**config.mk**
```make
export PLATFORM = sky130hd
export DESIGN_NAME = fe_redirect_ctrl
export DESIGN_NICKNAME = d
export VERILOG_FILES = /design/src/rtl/fe_redirect_ctrl.sv
export SDC_FILE = /design/constraint.sdc
export NUM_CORES = 1
export LEC_CHECK = 0
export CORE_MARGIN = 4
export CORE_UTILIZATION = 46
export CTS_CLUSTER_SIZE = 12
export DETAILED_ROUTE_END_ITERATION = 8
export PLACE_DENSITY_LB_ADDON = 0.15
export SYNTH_ARGS = -nofsm -noshare
export SYNTH_HDL_FRONTEND = slang
export SYNTH_SLANG_ARGS = --single-unit
```
**constraint.sdc**
```tcl
create_clock -name clk -period 2.7 [get_ports clk]
set_input_delay 0.54 -clock clk [delete_from_list [all_inputs] [get_ports clk]]
set_output_delay 0.54 -clock clk [all_outputs]
set_load 0.005 [all_outputs]
```
**src/rtl/fe_redirect_ctrl.sv**
```systemverilog
// fe_redirect_ctrl: fetch PC owner that freezes on decoded control transfers and redirects on AGEX resolution
module fe_redirect_ctrl #(
  parameter int DBITS = 32,
  parameter logic [DBITS-1:0] START_PC = 32'h0000_0200,
  parameter int CNTBITS = 16
) (
  input  logic               clk,
  input  logic               reset,
  input  logic               de_stall,
  input  logic               de_br_detect,
  input  logic               agex_br_valid,
  input  logic               agex_br_taken,
  input  logic [DBITS-1:0]   agex_br_target,
  output logic [DBITS-1:0]   pc,
  output logic [DBITS-1:0]   pcplus,
  output logic               fe_valid,
  output logic [DBITS-1:0]   inst_count,
  output logic [CNTBITS-1:0] br_taken_cnt,
  output logic               align_err
);
  typedef enum logic [1:0] {BOOT, RUN, HOLD} state_t;
  state_t state, state_nx;
  logic redirect, taken, advance, seq;
  // state register; reset always lands in BOOT so a pending resolution is dropped
  always_ff @(posedge clk)
    if (!reset) state <= BOOT;
    else state <= state_nx;
  // next state: a resolution in RUN or HOLD always returns to RUN, an accepted branch parks in HOLD
  always_comb begin
    state_nx = state == BOOT ? RUN
             : state == RUN  ? (!agex_br_valid && !de_stall && de_br_detect ? HOLD : RUN)
             : state == HOLD ? (agex_br_valid ? RUN : HOLD)
             : BOOT;
  end
  // outputs and datapath enables; BOOT ignores AGEX entirely
  always_comb begin
    fe_valid = state == RUN;
    pcplus   = pc + DBITS'(4);
    redirect = agex_br_valid && (state == RUN || state == HOLD);
    taken    = redirect && agex_br_taken;
    advance  = state == RUN && !agex_br_valid && !de_stall;
    seq      = advance && !de_br_detect;
  end
  // pc and counters; pc already holds the fall-through when a branch is accepted
  always_ff @(posedge clk)
    if (!reset) begin
      pc           <= START_PC;
      inst_count   <= '0;
      br_taken_cnt <= '0;
      align_err    <= 1'b0;
    end else begin
      if (taken) pc <= {agex_br_target[DBITS-1:2], 2'b00};
      else if (seq) pc <= pcplus;
      if (advance) inst_count <= inst_count + DBITS'(1);
      if (taken) br_taken_cnt <= br_taken_cnt + CNTBITS'(1);
      if (taken && agex_br_target[1:0] != 2'b00) align_err <= 1'b1;
    end
endmodule

```
Word-level counts from Yosys, hierarchy flattened. Index checks and enable logic that the tools add are counted.

Flip-flop bits (word level): 83. Latch bits: 0. Memory bits (writable): 0. Memory bits (read-only): 0. Input bits: 38. Output and inout bits: 114. Logic and storage cells: 37. Memories: 0.

Add/sub/neg operators: 3. Multiply operators: 0. Divide/modulo/power cells: 0. Order comparisons: 0. Equality and inequality tests: 2. Shift operators: 0. Muxes and demuxes: 7. Bitwise logic cells: 1. Reduce and logical (&&, ||, !) cells: 17.

Operators with widths (number): $mux W32 (2); $add A32 B1 Y32 const B (1); $add A32 B3 Y32 const B (1); $add A16 B1 Y16 const B (1); $logic_and A1 B1 Y1 (8); $mux W2 (4); $reduce_bool A2 Y1 (2); $reduce_or A2 Y1 (2); $logic_not A1 Y1 (3); $eq A2 B1 Y1 const B (1); $eq A2 B2 Y1 const B (1); $logic_not A2 Y1 (1); $logic_or A1 B1 Y1 (1); $mux W1 (1); $not A1 Y1 (1).

Logic depth before layout (Yosys ltp).
Word-level depth: 6. Gate-level depth with buffers: 9. Mapped depth without buffers: 7.

Worst setup path after synthesis. OpenSTA, ideal clock, no wires.

Kind: flip-flop to output port. Start point: reg pc[10]. End point: out pcplus[27]. Data arrival time: 1.666 ns. Required time: 2.160 ns. Slack: 0.494 ns. Cell stages (with the launch flop): 8. Path buffers: 2. Cells stage by stage: dfxtp_1 -> buf_2 -> nand4_2 -> nor3_1 -> and2_1 -> buf_2 -> nand2_1 -> xnor2_1.

Word-level cells in the longest chain between the ends: 1.

Ends and longest elaborated chain: from (decl) (line 14) `output logic [DBITS-1:0] pc,`; from (signal assigned) (line 52) `if (taken) pc <= {agex_br_target[DBITS-1:2], 2'b00};`; from (signal assigned) (line 53) `else if (seq) pc <= pcplus;`; $add A32 B3 Y32 (line 38) `pcplus = pc + DBITS'(4);`; to (decl) (line 15) `output logic [DBITS-1:0] pcplus,`.

Every way passes these cells.

Final worst setup path.
Start point: reg pc[13]. End point: out pcplus[26].

Same word-level chain as after synthesis.

==> run metrics <==
gp weighted congestion 0.874; Detailed Place HPWL around 10 mm; row cnt 35; starting DRC count in detailed routing just under 300; final cell count without fillers 859; Starting Density 0.474; crit path buf inv count 4; slowest library cell on the worst path dfxtp_1; Slew Viols, Final 0; total of max-cap violations 0; largest net degree at the start of global routing 37; fillers 746; Clk pwr share 0.403; final wirelength 13.6 mm; Internal 0.00201 W; Worst-Margin Slew between 0.8 and 0.9 ns; Pleak ~2.7 nW; first-pass GRT wire length 21.8 mm; Arr. time, crit path roughly 2.1 ns; Stages on worst setup path 7; most common cell after layout, fill and taps aside clkdlybuf4s50_1; Vias/cell 5.41; Hold Buf Count CTS 0; Yosys warnings 0; Most common cell on crit path buf_4; critical path class reg -> out; placed cell count slightly above 800; Final nets between 700 and 800; WHS Path Cells 2; residual DRC count 0; Gate Count Post-Synth 540; core area approximately 0.0093 mm2; mean post-synth cell area 8.15 um2; diode count 0; outcome completed; peak supply drop between 0.2 and 0.25 mV; vias in the first global route 4,461; Clock Skews 0.0108 ns; Sequential Power Share 0.477; drt pass-1 iters 5; post-route ant nets 0; Hold Path Class reg -> reg; P_sw a little under 0.0006 W; fin area between 0.006 and 0.007 mm2; combinational share of power 0.120; main flop type after synthesis dfxtp_1; gr ovfl total 0; post-synthesis sequential area ratio 0.368; Critical Path RT ~2.2 ns; count of cell types in the netlist 52; CTS root buffer clkbuf_8; Final Hold Fails 0; I/O Buffers between 100 and 150; Worst Setup End Kind output pin; CP Cell Sequence inv_1, nor4_4, buf_4, buf_4, nand3_1, xnor2_2, dlygate4sd2_1; clock latency on the worst-skew pair 0.35 ns; Worst-path clk slew approximately 0.080 ns; Area Overhead vs Synth 51.9%; Async SR Flop Fraction 0; FMAX 379 MHz; clk sink count 81; Chip Height between 100 and 150 um; total number of vias around 4,700; initial antenna violation count 0; placed cell areas 0.00620 mm2; worst-path maximum fanout 4; layout cells sized above 1 0.147; IO Pins ~150; chip width ~110 um; CTS tree built; RSZ-0062 raised after global routing yes; cell area power density between 300 and 400 mW/mm2; Post-Synthesis Cell Area 0.00440 mm2; Setup Viol. Count Final 0; Post-synth EDFFs 0; Slew headroom 0.462; most frequent cells in the layout 127 x clkdlybuf4s50_1, 73 x dfxtp_1, 72 x nor2_1; #FFs+latches synth 81; CP max stage delay about 0.42 ns; family with the most delay on the worst path buffers and inverters; sw frac 0.229; GR Util All Layers 0.235; total power roughly 0.0026 W; htree depth 3; FF-to-FF path depth 7; Max clock buf depth 2; DIE AREA about 0.011 mm2; per-cell routed wire length ~16 um; Tmin final about 2.6 ns; number of buffers created by CTS 9; hold slack around 0.46 ns; CP Launch Type flip-flop; Final period util 0.977
## synthesized netlist by cell type (all sizes together) (2+ instances only)
cell	n	area (um2)
nand2b	8	50.1
o2bb2ai	5	43.8
and3	14	87.6
nor4	7	86.3
a21oi	22	110
a22oi	8	60.1
xnor2	33	289
a21o	2	15.0
dfxtp	81	1620
o21ai	18	90.1
buf	11	65.1
xor2	33	289
mux2i	9	90.1
a31oi	10	62.6
or3	7	43.8
a222oi	2	20.0
nand3	34	170
clkbuf	25	93.8
a32oi	4	35.0
o211ai	2	15.0
ha	6	75.1
a221oi	4	35.0
and4	7	61.3
nand2	50	188
nand4	25	163
nor2	72	270
and2	4	25.0
inv	10	37.5
nor3	10	50.1
## layer usage
metal / wire length [um] / track usage
met1: 5770 / 0.297
met2: 6630 / 0.393
met3: 978 / 0.0631
met4: 238 / 0.0703
met5: 0 / 0
## stage by stage
| step | setup TNS, ns | util | setup WS (ns) |
|---|---|---|---|
| final | 0 | 0.720 | 0.0632 |
| after global routing | -0.0960 | 0.720 | -0.0305 |
| after CTS | 0 | 0.711 | 0.00975 |
| after detailed placement | 0 | 0.668 | 0.0977 |
| after global placement | 0 | 0.668 | 0.152 |
| after floorplan | 0 | - | 0.494 |
## tightest hold or removal path, stage by stage, from the launching register on
cell,delay [ns]
dfxtp_1,0.32
inv_1,0.05
a21oi_1,0.05
## kinds of logic (layout without fill, tap and decap cells)
kind of cell,Yosys count,after routing,synth area share
multiplexers,9,9,0.0205
AO/OA/AOI/OAI,85,85,0.126
buffers and inverters,46,233,0.0446
XOR/XNOR,66,66,0.131
other,1,4,0.000852
adder cells (fa/ha/maj),6,6,0.0171
AND/OR/NAND/NOR,246,246,0.291
flip-flops,81,81,0.368
## sequential cells by signal, indices dropped and copies added (netlist names)
signal / flops
align_err: 1
br_taken_cnt: 16
inst_count: 32
pc: 30
state: 2
## worst paths after layout
| check | startpoint | to | slack, ns |
|---|---|---|---|
| worst max register to register | state[0]$_SDFF_PN0_ | pc[24]$_SDFFE_PN0P_ | 0.52 |
| worst max-delay path | pc[13]$_SDFFE_PN0P_ | pcplus[26] | 0.06 |
| worst min-delay path | align_err$_SDFFE_PN0P_ | align_err$_SDFFE_PN0P_ | 0.46 |
| worst min register to register | align_err$_SDFFE_PN0P_ | align_err$_SDFFE_PN0P_ | 0.46 |
## power groups by stage
stage                     Clock [W]  Combinational, W  Sequential (W)
final                       0.00105          0.000311         0.00124
after CTS                   0.00107          0.000314         0.00124
after global routing        0.00113          0.000337         0.00124
after global placement            0          0.000308         0.00126
after detailed placement          0          0.000313         0.00126
after floorplan                   0          0.000120         0.00127
## area by class of cell
class,instances,area (um2),area share
tap,129,161,0.0241
multi-input combinational,416,2690,0.402
timing repair buffer,207,1930,0.289
clock buffer,11,131,0.0197
inverter,10,37.5,0.00561
sequential,81,1630,0.244
clock inverter,5,104,0.0155
## repair_timing
action / CTS / global route
resized for setup: 33 / 16
pin swaps: 4 / 3
setup buffers: 11 / 9
endpoints found under the setup margin: 19 / 13
Note: power is estimated with default switching activity, not from simulation.
